===== src/rtl/mcctrl_pkg.sv =====
// Shared encodings for the multi-cycle MIPS-style control unit: states, opcodes,
// mux/ALU select codes and the bundled control word.
package mcctrl_pkg;

    typedef enum logic [3:0] {
        ST_IDLE,
        ST_FETCH,
        ST_DECODE,
        ST_MEMADR,
        ST_MEMRD,
        ST_MEMWB,
        ST_MEMWR,
        ST_EXEC,
        ST_RWB,
        ST_BRANCH,
        ST_JUMP,
        ST_ADDIEX,
        ST_ADDIWB,
        ST_TRAP
    } state_t;

    localparam logic [2:0] OP_RTYPE = 3'd0;
    localparam logic [2:0] OP_LW    = 3'd1;
    localparam logic [2:0] OP_SW    = 3'd2;
    localparam logic [2:0] OP_BEQ   = 3'd3;
    localparam logic [2:0] OP_J     = 3'd4;
    localparam logic [2:0] OP_ADDI  = 3'd5;

    localparam logic [1:0] ALU_ADD   = 2'b00;
    localparam logic [1:0] ALU_SUB   = 2'b01;
    localparam logic [1:0] ALU_FUNCT = 2'b10;

    localparam logic [1:0] SRCB_REG     = 2'b00;
    localparam logic [1:0] SRCB_FOUR    = 2'b01;
    localparam logic [1:0] SRCB_IMM     = 2'b10;
    localparam logic [1:0] SRCB_IMM_SH2 = 2'b11;

    localparam logic [1:0] PC_ALU    = 2'b00;
    localparam logic [1:0] PC_ALUOUT = 2'b01;
    localparam logic [1:0] PC_JUMP   = 2'b10;

    typedef struct packed {
        logic       pc_write;
        logic       pc_write_cond;
        logic       ir_write;
        logic       i_or_d;
        logic       reg_write;
        logic       reg_dst;
        logic       mem_to_reg;
        logic       alu_src_a;
        logic [1:0] alu_src_b;
        logic [1:0] alu_op;
        logic [1:0] pc_src;
        logic       mem_read;
        logic       mem_write;
        logic       busy;
        logic       trap;
    } ctrl_t;

endpackage


===== src/rtl/mcctrl_decode.sv =====
// Combinational control-word decode from the current state; the fetch strobes
// into PC and IR only fire on the cycle the memory returns data.
module mcctrl_decode
    import mcctrl_pkg::*;
(
    input  state_t state,
    input  logic   mem_ready,
    output ctrl_t  ctrl
);

    always_comb begin
        ctrl      = '0;
        ctrl.busy = (state != ST_IDLE);
        case (state)
            ST_FETCH: begin
                ctrl.mem_read  = 1'b1;
                ctrl.alu_src_b = SRCB_FOUR;
                ctrl.alu_op    = ALU_ADD;
                ctrl.pc_src    = PC_ALU;
                ctrl.ir_write  = mem_ready;
                ctrl.pc_write  = mem_ready;
            end
            ST_DECODE: begin
                ctrl.alu_src_b = SRCB_IMM_SH2;
                ctrl.alu_op    = ALU_ADD;
            end
            ST_MEMADR: begin
                ctrl.alu_src_a = 1'b1;
                ctrl.alu_src_b = SRCB_IMM;
                ctrl.alu_op    = ALU_ADD;
            end
            ST_MEMRD: begin
                ctrl.mem_read = 1'b1;
                ctrl.i_or_d   = 1'b1;
            end
            ST_MEMWR: begin
                ctrl.mem_write = 1'b1;
                ctrl.i_or_d    = 1'b1;
            end
            ST_MEMWB: begin
                ctrl.reg_write  = 1'b1;
                ctrl.mem_to_reg = 1'b1;
            end
            ST_EXEC: begin
                ctrl.alu_src_a = 1'b1;
                ctrl.alu_src_b = SRCB_REG;
                ctrl.alu_op    = ALU_FUNCT;
            end
            ST_RWB: begin
                ctrl.reg_write = 1'b1;
                ctrl.reg_dst   = 1'b1;
            end
            ST_BRANCH: begin
                ctrl.alu_src_a     = 1'b1;
                ctrl.alu_src_b     = SRCB_REG;
                ctrl.alu_op        = ALU_SUB;
                ctrl.pc_write_cond = 1'b1;
                ctrl.pc_src        = PC_ALUOUT;
            end
            ST_JUMP: begin
                ctrl.pc_write = 1'b1;
                ctrl.pc_src   = PC_JUMP;
            end
            ST_ADDIEX: begin
                ctrl.alu_src_a = 1'b1;
                ctrl.alu_src_b = SRCB_IMM;
                ctrl.alu_op    = ALU_ADD;
            end
            ST_ADDIWB: begin
                ctrl.reg_write = 1'b1;
            end
            ST_TRAP: begin
                ctrl.trap = 1'b1;
            end
            default: ;
        endcase
    end

endmodule


===== src/rtl/multicycle_ctrl.sv =====
// Multi-cycle main control FSM: state register, next-state logic and, with
// MCCTRL_PERF_EN defined, busy-cycle and retired-instruction counters.
//
// state  | meaning
// IDLE   | waiting for run
// FETCH  | instruction read, PC+4 (waits on mem_ready)
// DECODE | opcode dispatch, branch target precompute
// MEMADR | load/store address compute
// MEMRD  | data read (waits on mem_ready)
// MEMWB  | load write-back
// MEMWR  | data write (waits on mem_ready)
// EXEC   | R-type ALU operation
// RWB    | R-type write-back
// BRANCH | BEQ compare and conditional PC update
// JUMP   | PC <- jump target
// ADDIEX | ADDI ALU operation
// ADDIWB | ADDI write-back
// TRAP   | illegal opcode, parked until run drops
module multicycle_ctrl
    import mcctrl_pkg::*;
#(
    parameter int OPC_W = 3,
    parameter int CNT_W = 16
) (
    input  logic             clk,
    input  logic             rst_n,
    input  logic             run,
    input  logic [OPC_W-1:0] opcode,
    input  logic             zero,
    input  logic             mem_ready,
    output logic             pc_write,
    output logic             pc_write_cond,
    output logic             ir_write,
    output logic             i_or_d,
    output logic             reg_write,
    output logic             reg_dst,
    output logic             mem_to_reg,
    output logic             alu_src_a,
    output logic [1:0]       alu_src_b,
    output logic [1:0]       alu_op,
    output logic [1:0]       pc_src,
    output logic             mem_read,
    output logic             mem_write,
    output logic             busy,
    output logic             trap
`ifdef MCCTRL_PERF_EN
    ,
    output logic [CNT_W-1:0] cyc_cnt,
    output logic [CNT_W-1:0] ret_cnt
`endif
);

    state_t state_q, state_d;
    logic   is_load_q, is_load_d;
    logic   eoi;
    logic   opc_legal;
    ctrl_t  ctrl;

    // The datapath ANDs zero with pc_write_cond; the FSM itself never needs it.
    logic unused_zero;
    assign unused_zero = zero;

    assign opc_legal = ((opcode >> 3) == '0);

    always_comb begin
        state_d   = state_q;
        is_load_d = is_load_q;
        eoi       = 1'b0;
        case (state_q)
            ST_IDLE:   if (run) state_d = ST_FETCH;
            ST_FETCH:  if (mem_ready) state_d = ST_DECODE;
            ST_DECODE: begin
                if (!opc_legal) begin
                    state_d = ST_TRAP;
                end else begin
                    case (opcode[2:0])
                        OP_LW:    begin state_d = ST_MEMADR; is_load_d = 1'b1; end
                        OP_SW:    begin state_d = ST_MEMADR; is_load_d = 1'b0; end
                        OP_RTYPE: state_d = ST_EXEC;
                        OP_BEQ:   state_d = ST_BRANCH;
                        OP_J:     state_d = ST_JUMP;
                        OP_ADDI:  state_d = ST_ADDIEX;
                        default:  state_d = ST_TRAP;
                    endcase
                end
            end
            ST_MEMADR: state_d = is_load_q ? ST_MEMRD : ST_MEMWR;
            ST_MEMRD:  if (mem_ready) state_d = ST_MEMWB;
            ST_MEMWR:  if (mem_ready) begin
                eoi     = 1'b1;
                state_d = run ? ST_FETCH : ST_IDLE;
            end
            ST_EXEC:   state_d = ST_RWB;
            ST_ADDIEX: state_d = ST_ADDIWB;
            ST_MEMWB, ST_RWB, ST_BRANCH, ST_JUMP, ST_ADDIWB: begin
                eoi     = 1'b1;
                state_d = run ? ST_FETCH : ST_IDLE;
            end
            ST_TRAP:   if (!run) state_d = ST_IDLE;
            default:   state_d = ST_IDLE;
        endcase
    end

    always_ff @(posedge clk or negedge rst_n) begin
        if (!rst_n) begin
            state_q   <= ST_IDLE;
            is_load_q <= 1'b0;
        end else begin
            state_q   <= state_d;
            is_load_q <= is_load_d;
        end
    end

    mcctrl_decode u_decode (
        .state     (state_q),
        .mem_ready (mem_ready),
        .ctrl      (ctrl)
    );

    assign pc_write      = ctrl.pc_write;
    assign pc_write_cond = ctrl.pc_write_cond;
    assign ir_write      = ctrl.ir_write;
    assign i_or_d        = ctrl.i_or_d;
    assign reg_write     = ctrl.reg_write;
    assign reg_dst       = ctrl.reg_dst;
    assign mem_to_reg    = ctrl.mem_to_reg;
    assign alu_src_a     = ctrl.alu_src_a;
    assign alu_src_b     = ctrl.alu_src_b;
    assign alu_op        = ctrl.alu_op;
    assign pc_src        = ctrl.pc_src;
    assign mem_read      = ctrl.mem_read;
    assign mem_write     = ctrl.mem_write;
    assign busy          = ctrl.busy;
    assign trap          = ctrl.trap;

`ifdef MCCTRL_PERF_EN
    logic [CNT_W-1:0] cyc_cnt_q, cyc_cnt_d;
    logic [CNT_W-1:0] ret_cnt_q, ret_cnt_d;

    always_comb begin
        cyc_cnt_d = cyc_cnt_q + CNT_W'(ctrl.busy);
        ret_cnt_d = ret_cnt_q + CNT_W'(eoi);
    end

    always_ff @(posedge clk or negedge rst_n) begin
        if (!rst_n) begin
            cyc_cnt_q <= '0;
            ret_cnt_q <= '0;
        end else begin
            cyc_cnt_q <= cyc_cnt_d;
            ret_cnt_q <= ret_cnt_d;
        end
    end

    assign cyc_cnt = cyc_cnt_q;
    assign ret_cnt = ret_cnt_q;
`else
    localparam int unused_cnt_w = CNT_W;
    logic unused_eoi;
    assign unused_eoi = eoi;
`endif

endmodule

===== config.mk =====
export PLATFORM = sky130hd
export DESIGN_NAME = multicycle_ctrl
export DESIGN_NICKNAME = d
export VERILOG_FILES = /design/src/rtl/mcctrl_pkg.sv /design/src/rtl/mcctrl_decode.sv /design/src/rtl/multicycle_ctrl.sv
export SDC_FILE = /design/constraint.sdc
export NUM_CORES = 1
export LEC_CHECK = 0
export ABC_AREA = 1
export CELL_PAD_IN_SITES_DETAIL_PLACEMENT = 1
export CELL_PAD_IN_SITES_GLOBAL_PLACEMENT = 2
export CORE_AREA = 2 2 43 85
export DETAILED_ROUTE_END_ITERATION = 16
export DIE_AREA = 0 0 45 87
export PLACE_DENSITY_LB_ADDON = 0.3
export SKIP_LAST_GASP = 1
export SLEW_MARGIN = 15
export SYNTH_ARGS = -nofsm -noshare
export SYNTH_HDL_FRONTEND = slang
export SYNTH_SLANG_ARGS = --single-unit

===== constraint.sdc =====
create_clock -name clk -period 1.4 [get_ports clk]
set_input_delay 0.42 -clock clk [delete_from_list [all_inputs] [get_ports clk]]
set_output_delay 0.42 -clock clk [all_outputs]
set_load 0.01 [all_outputs]

### After elaboration in Yosys (flattened, before gate mapping)

Cells that the tools add are included.

| storage, ports and cells | value |
|---|---|
| output and inout port bits | 18 |
| bits in registers | 5 |
| word-level logic and storage cells | 61 |
| input bits | 8 |

| cells by class | value |
|---|---|
| equality and inequality tests | 23 |
| reductions and logical operators | 13 |
| multiplexer cells | 23 |

Operator list:

| kind | number |
|---|---|
| $pmux W4 S10 | 1 |
| $pmux W4 S5 | 2 |
| $eq A4 B4 Y1 const B | 6 |
| $mux W4 | 5 |
| $eq A4 B3 Y1 const B | 4 |
| $mux W1 | 11 |
| $ne A2 B2 Y1 const B | 5 |
| $eq A4 B2 Y1 const B | 2 |
| $reduce_or A2 Y1 | 4 |
| $eq A3 B2 Y1 const B | 2 |
| $eq A3 B3 Y1 const B | 2 |
| $reduce_and A5 Y1 | 1 |
| $reduce_or A5 Y1 | 1 |
| $eq A4 B1 Y1 const B | 1 |
| $logic_not A4 Y1 | 1 |
| $pmux W1 S2 | 2 |
| $pmux W2 S2 | 1 |
| $reduce_bool A4 Y1 | 1 |
| $reduce_or A4 Y1 | 1 |
| $eq A3 B1 Y1 const B | 1 |
| $logic_not A3 Y1 | 1 |
| $reduce_or A3 Y1 | 1 |
| $mux W2 | 1 |
| $reduce_and A2 Y1 | 1 |
| $reduce_bool A2 Y1 | 1 |

### Logic depth before layout (Yosys ltp)

Gate-level depths: netlist of run 1.

| depth | value |
|---|---|
| depth after elaboration | 4 |
| mapped depth | 8 |
| mapped depth without buffers | 8 |

### Hierarchy

Synthesis of run 1 repeated with hierarchy kept, for this count alone.

| unflattened totals | value |
|---|---|
| cell total of the unflattened synthesis | 117 |
| area total of the unflattened synthesis | 608.1 µm² |

Modules (own cells, without submodules):

| module | cells each | instances | area each (µm²) | seq. area each (µm²) |
|---|---|---|---|---|
| multicycle_ctrl | 77 | 1 | 437.9 | 125.1 |
| mcctrl_decode | 40 | 1 | 170.2 | 0.0 |

### Least setup slack after synthesis of run 1

OpenSTA, ideal clock, no wires.

| timing | value |
|---|---|
| kind | flip-flop to output port |
| start | register state_q[3] |
| end | output port pc_write |
| setup slack | -0.072 ns |
| path buffers | 0 |
| data required time | 0.980 ns |
| data arrival time | 1.052 ns |
| cell stages (with the launch flop) | 4 |
| cells stage by stage | dfrtp_1 -> nor2_2 -> nand2_2 -> o21ai_0 |

| between the ends | value |
|---|---|
| longest elaborated chain between the ends | 2 |
| elaborated cells on any way between the ends | 3 |
| those cells by class | eq/ne: 2; mux: 1 |

RTL lines:

| element | line | source |
|---|---|---|
| from (decl) | multicycle_ctrl.sv:53 | `state_t state_q, state_d;` |
| from (signal assigned) | multicycle_ctrl.sv:109 | `state_q <= state_d;` |
| $eq A4 B4 Y1 / $eq A4 B1 Y1 (equally long branches) | mcctrl_decode.sv:14 | `case (state)` |
| $pmux W1 S2 (*) | mcctrl_decode.sv:14 |  |
| to (decl) | multicycle_ctrl.sv:31 | `output logic pc_write,` |

Mark *: on every way between the ends. The rest lies on a longest branch, timed or not.

### Worst setup path in the final report of run 1

| timing | value |
|---|---|
| start | register state_q[3] |
| end | output port alu_src_b[0] |

| between the ends | value |
|---|---|
| longest elaborated chain between the ends | 3 |
| elaborated cells on any way between the ends | 8 |
| those cells by class | eq/ne: 6; mux: 1; reduce/logical: 1 |

RTL lines:

| element | line | source |
|---|---|---|
| $eq A4 B2 Y1 / $eq A4 B4 Y1 (equally long branches) | mcctrl_decode.sv:14 |  |
| $reduce_or A2 Y1 (no source line) | n/a |  |
| $pmux W4 S5 (*) | mcctrl_decode.sv:14 |  |
| to (decl) | multicycle_ctrl.sv:39 | `output logic [1:0] alu_src_b,` |

Marks and branches as above.

==> summary.txt, run 1 <==
Cells and area
  – Final nets: 166
  – Fillers: 409
  – FF/Latch Area: 129 um^2
  – Final core utilization: 37.7%
  – Cell area after layout: 1240 um^2
  – Area grow syn2layout: 135%
  – Area of the multi-input gates: 414 um^2
  – Antenna cells: 0
  – Layout cell share with drive strength beyond 1: 68.2%

Clock network
  – Num CTS Buffers: 3
  – # hold bufs at CTS: 0
  – Root Buffer: clkbuf_8
  – H-tree levels: 1
  – Clock transition at path regs: 0.03 ns
  – CTS tree: built
  – Clock Sinks: 5
  – Clock latency on the worst-skew pair: 0.22 ns
  – CTS max path bufs: 2

Power and ir drop
  – Clock power share: 10.2%
  – Pwr Total: 2.53 mW
  – Combinational share of power: 78.3%
  – Sw Share: 43.3%
  – Seq pwr share: 11.5%
  – Internal power: 1.44 mW
  – PD cells: 2030 nW/um^2
  – Leakage: 0.697 nW
  – Total net switching power: 1.10 mW
  – Peak supply drop: 943 uV

Drt
  – Routed vias/inst: 4.32
  – Vias: 816
  – Post-route ant nets: 0
  – Post-Route WL: 2.31 mm
  – Met2 routed wirelength: 1.29 mm
  – Starting DRT DRC Count: 4
  – WL/cell: 12.2 um
  – First-pass DRT Iterations: 2
  – Wl on met1: 878 um
  – DR DRC count: 0
  – Highest Signal Layer: met4
  – DR WL met3: 98 um

Floorplanning
  – Top-Level Pins: 26
  – Die height: 87 um
  – Core ar.: 3300 um^2
  – Die ar.: 3920 um^2
  – Starting Density: 16.1%
  – Die W: 45 um
  – # rows: 30

STA
  – Tcrit/Tclk final: 125%
  – Slew @ Worst Pin: 0.240 ns
  – RSZ-0062 raised after global routing: true
  – TNS Setup: -5.21 ns
  – Finish-stage setup viols: 21
  – Slew margin rel.: 84.0%
  – Final Hold Slack: 0.427 ns
  – Skew final: 0.00202 ns
  – Slew Viols, Final: 0
  – Min Tclk post-route: 1.76 ns
  – Fmax: 570 MHz
  – Hold Vio Cnt, Final: 0
  – Final worst setup slack: -0.356 ns

Setup path
  – CP Class: reg -> out
  – Worst Path Buf+Inv: 3
  – Critical Path Fanout Max: 6
  – Crit path top cell by count: buf_6
  – Max incr delay on CP: 0.42 ns
  – Crit end category: output pin
  – WP data required: 0.98 ns
  – Worst EP arrival: 1.34 ns
  – Critical path's slowest cell: dfrtp_2
  – Worst path top cell family by delay: flip-flops
  – Setup crit start kind: flop
  – Critical-path cell list: buf_6 > nor2_4 > nand2_4 > buf_6 > nand2_1 > buf_2

Synthesis
  – Yosys top cell area share: 23.6%
  – Mapped Nets: 95
  – Cell Area, Synth: 531 um^2
  – Cell count after synthesis: 87
  – Area leader, netlist: dfrtp_1
  – Area contributors post-synth: dfrtp_1 (24%), nand2_1 (13%), inv_1 (12%), nor2_4 (6.4%), o21ai_0 (5.7%)
  – Yosys warns: 0
  – FF+latch count, synth: 5
  – Post-synthesis area per instance: 6.10 um^2
  – Seq/Total Area, Yosys: 23.6%
  – Synth cell types: 21

Run status
  – Failing checks: setup timing
  – Status: finished, violations left

Flow run
  – Max Cap Violations: 0

Placed design
  – PortBufs: 24
  – Routability congestion estimate from global placement: 0.722
  – Hpwl dp: 1.64 mm
  – Cell Area, Placed: 971 um^2

Global routing
  – Global-route wire length before repair: 3.55 mm
  – Congestion Overflow GR: 0
  – Largest net degree at the start of global routing: 7
  – Vias in the first global route: 796
  – Number of antenna violations at the first check in global routing: 0
  – GRT Util Overall: 12.0%

Hold path
  – Worst Hold Class: in -> async
synthesized netlist by cell type (all sizes together):
cell	instances
a22oi	2
inv	22
o211ai	1
buf	1
a21oi	3
nor2	10
o21ai	12
and2	1
o21bai	1
nand3	4
dfrtp	5
nand2	20
nor3	4
o311ai	1
worst register-to-register path, stage by stage (launching register included):
cell     delay (ns)
dfrtp_2        0.42
buf_6          0.13
nor2_4         0.17
buf_4          0.14
nand2_1        0.06
buf_4          0.14
o21ai_4        0.14
a21oi_2        0.07
nand2_1        0.09
o21ai_1        0.06
registers in the layout (all words and copies together) (netlist names):
name	count
state_q	4
is_load_q	1
power groups by stage:
stage	logic (mW)	clock network [mW]	registers [mW]
finish	1.98	0.258	0.292
global route	2.16	0.280	0.300
CTS	1.68	0.264	0.289
detailed placement	1.41	0	0.300
global placement	1.41	0	0.300
floorplan	0.678	0	0.292
what timing repair did:
action	in CTS	in global routing
pin swaps	9	9
setup buffers	14	10
resized for setup	91	32
setup endpoints to repair	21	23
metal layers:
metal | global-route usage (%) | vias up
met5 | 0 | -
met4 | 2.41 | 0
met3 | 1.24 | 4
met2 | 22.6 | 21
met1 | 13.6 | 375
li1 | - | 416
logic make-up (layout without fill, tap and decap cells):
logic type      after synthesis  count (layout)  share of synthesized area (%)
simple gates                 39              39                           35.1
compound gates               20              20                           24.3
flops                         5               5                           23.6
buf+inv                      23              93                           17.0
layout make-up:
| type | count | share of cell area [%] |
|---|---|---|
| Timing Repair Buffer | 67 | 42.7 |
| Multi-Input combinational cell | 59 | 33.3 |
| Sequential cell | 5 | 10.4 |
| Inverter | 22 | 6.83 |
| Clock buffer | 4 | 3.62 |
| Tap cell | 32 | 3.22 |
path summary, 6_finish.rpt:
| kind | start | end | slack (ns) | depth (start not counted) |
|---|---|---|---|---|
| min | rst_n | state_q[0] | 0.43 | 1 |
| max reg2reg | state_q[3] | state_q[1] | -0.13 | 9 |
| max in group asynchronous | rst_n | state_q[3] | 0.76 | 1 |
| min in group clk | is_load_q | is_load_q | 0.55 | 2 |
| max | state_q[3] | alu_src_b[0] | -0.36 | 6 |
| min reg2reg | is_load_q | is_load_q | 0.55 | 2 |
stage by stage:
step / setup WS (ns) / cells
3_3_place_gp: -0.650 / 163
2_1_floorplan: -0.0107 / 87
5_1_grt: -0.418 / 189
6_report: -0.356 / 189
4_1_cts: -0.343 / 180
3_5_place_dp: -0.667 / 163
placed cells by master (no fill, tap or decap):
cell type	netlist	layout
inv_2	5	11
o21ai_2	3	6
a21oi_1	2	2
nand2_4	0	1
inv_1	17	10
o21ai_1	3	4
dlymetal6s2s_1	0	1
o21ai_0	6	1
a21oi_2	1	1
buf_2	0	15
inv_4	0	1
nor3_4	0	1
a22oi_1	2	2
buf_4	1	33
nand3_2	0	2
o311ai_2	0	1
and2_1	1	1
o21ai_4	0	1
o211ai_1	1	1
dfrtp_1	5	2
nor2_2	1	3
nor3_1	4	3
nor2_4	3	6
o21bai_1	1	1
nand2_2	1	6
clkdlybuf4s50_1	0	5
dfrtp_2	0	3
clkbuf_8	0	3
nand3_1	4	2
nor2_1	6	1
clkbuf_1	0	1
nand2_1	19	13
buf_6	0	13
No activity file was read; power rests on OpenSTA's default activity.
==> run 2: changes to the inputs <==
==> constraint.sdc (replaced) <==
create_clock -name clk -period 1.4 [get_ports clk]
set_input_delay 0.42 -clock clk [delete_from_list [all_inputs] [get_ports clk]]
set_output_delay 0.42 -clock clk [all_outputs]
set_load 0.1 [all_outputs]
==> summary.txt, run 2 (same netlist as run 1, synthesis figures left out) <==
Run status
  – Status: finished, violations left
  – Failing checks: setup timing

Drt
  – WL/cell: 13.1 um
  – Vias: 820
  – Routed vias/inst: 4.53
  – Post-route ant nets: 0
  – DR DRC count: 0
  – Post-Route WL: 2.37 mm
  – First-pass DRT Iterations: 2
  – Starting DRT DRC Count: 7

STA
  – RSZ-0062 raised after global routing: true
  – Min Tclk post-route: 1.81 ns
  – Final Hold Slack: 0.425 ns
  – TNS Setup: -7.04 ns
  – Hold Vio Cnt, Final: 0
  – Tcrit/Tclk final: 129%
  – Slew Viols, Final: 0
  – Fmax: 553 MHz
  – Skew final: 0.00142 ns
  – Slew margin rel.: 82.3%
  – Slew @ Worst Pin: 0.263 ns
  – Finish-stage setup viols: 22
  – Final worst setup slack: -0.408 ns

Cells and area
  – Area grow syn2layout: 200%
  – Commonest non-fill, non-tap cell in the layout: buf_4
  – Final cell count without fillers: 181
  – Layout cell share with drive strength beyond 1: 70.5%
  – Final nets: 158
  – Most flop-heavy register: state_q
  – Antenna cells: 0
  – Max FFs per register: 4
  – Top Registers: state_q x4, is_load_q x1
  – Commonest non-fill, non-tap cells in the layout: buf_4 (23), buf_12 (19), nand2_1 (11), buf_6 (11), nor2_4 (9)

Setup path
  – Setup crit start kind: flop
  – RR Endpoint: state_q[0]
  – CP Capture Point: reg_write
  – R2R cell count: 10
  – Origin of the worst setup path: state_q[0]
  – Critical Path Fanout Max: 4
  – Worst EP arrival: 1.39 ns
  – Crit end category: output pin
  – CP Class: reg -> out
  – Reg-to-Reg Start: state_q[0]
  – R2R setup slack: -0.12 ns
  – WP data required: 0.98 ns

Clock network
  – CTS max path bufs: 2
  – Clock transition at path regs: 0.03 ns
  – Clock Sinks: 5
  – Root Buffer: clkbuf_8
  – Clock latency on the worst-skew pair: 0.22 ns
  – CTS tree: built
  – # hold bufs at CTS: 0
  – Num CTS Buffers: 3
  – H-tree levels: 1

Floorplanning
  – Starting Density: 16.1%
  – Die height: 87 um
  – Top-Level Pins: 26
  – Die W: 45 um
  – Core ar.: 3300 um^2
  – Die ar.: 3920 um^2
  – # rows: 30

Global routing
  – GRT Util Overall: 13.3%
  – Number of antenna violations at the first check in global routing: 0
  – Vias in the first global route: 891
  – Global-route wire length before repair: 4.01 mm
  – Congestion Overflow GR: 0
  – Largest net degree at the start of global routing: 7

Flow run
  – Max Cap Violations: 0

Placed design
  – # placed instances: 164
  – Routability congestion estimate from global placement: 0.733
  – Hpwl dp: 1.84 mm
  – PortBufs: 24

Hold path
  – Worst Hold Class: in -> async
run 2: cell types whose count changed in the layout (fill, tap and decap cells not counted), moves of 3 or more:
cell / change
clkinvlp_4: +5
nand2_2: -3
buf_12: +19
inv_1: -4
buf_2: -15
nand2_4: +3
o21ai_2: -6
inv_4: +3
nor2_4: +3
buf_4: -10
o21ai_4: +6
inv_2: -4
run 2: layer usage:
layer  wire [um]  vias to the layer above  GRT usage (%)
li1            -                      406              -
met1         850                      394           15.1
met2        1450                       18           25.2
met3          60                        2          0.830
met4          14                        0           3.21
met5           0                        -              0
run 2: worst min path at each step:
| stage | depth (start not counted) | from | to | slack [ns] |
|---|---|---|---|---|
| floorplan | 0 | rst_n | is_load_q | 0.12 |
| global placement | 2 | is_load_q | is_load_q | 0.54 |
| detailed placement | 2 | is_load_q | is_load_q | 0.56 |
| CTS | 1 | rst_n | state_q[1] | 0.43 |
| global route | 1 | rst_n | state_q[0] | 0.43 |
| finish | 1 | rst_n | state_q[1] | 0.43 |
run 2: stage by stage:
step | worst slack, ns | utilization, % | area, um^2
2_1_floorplan | -0.537 | - | 673
3_3_place_gp | -0.398 | 38.7 | 1280
3_5_place_dp | -0.400 | 38.7 | 1280
4_1_cts | -0.417 | 44.6 | 1470
5_1_grt | -0.472 | 48.2 | 1590
6_report | -0.408 | 48.2 | 1590
run 2: critical path, stage by stage (launching register included):
cell     delay [ns]
dfrtp_2        0.42
inv_2          0.08
nor2_4         0.15
buf_12         0.14
nand2_2        0.09
o21ai_4        0.09
buf_12         0.19
run 2: cell type report:
type / instances / area [um^2]
Clock buffer: 4 / 45.0
Fill cell: 377 / 1710
Inverter: 22 / 111
Multi-Input combinational cell: 59 / 527
Sequential cell: 5 / 129
Tap cell: 32 / 40.0
Timing Repair Buffer: 59 / 739
run 2: what timing repair did:
action	4_1_cts	5_1_grt
pin swaps	11	13
gates resized for setup	22	18
cloned	0	0
setup buffers	9	7
setup endpoints to repair	21	23
Power of run 2 is not shown: default switching activity piles up to over one toggle a cycle in this logic, so the estimate is an artifact.
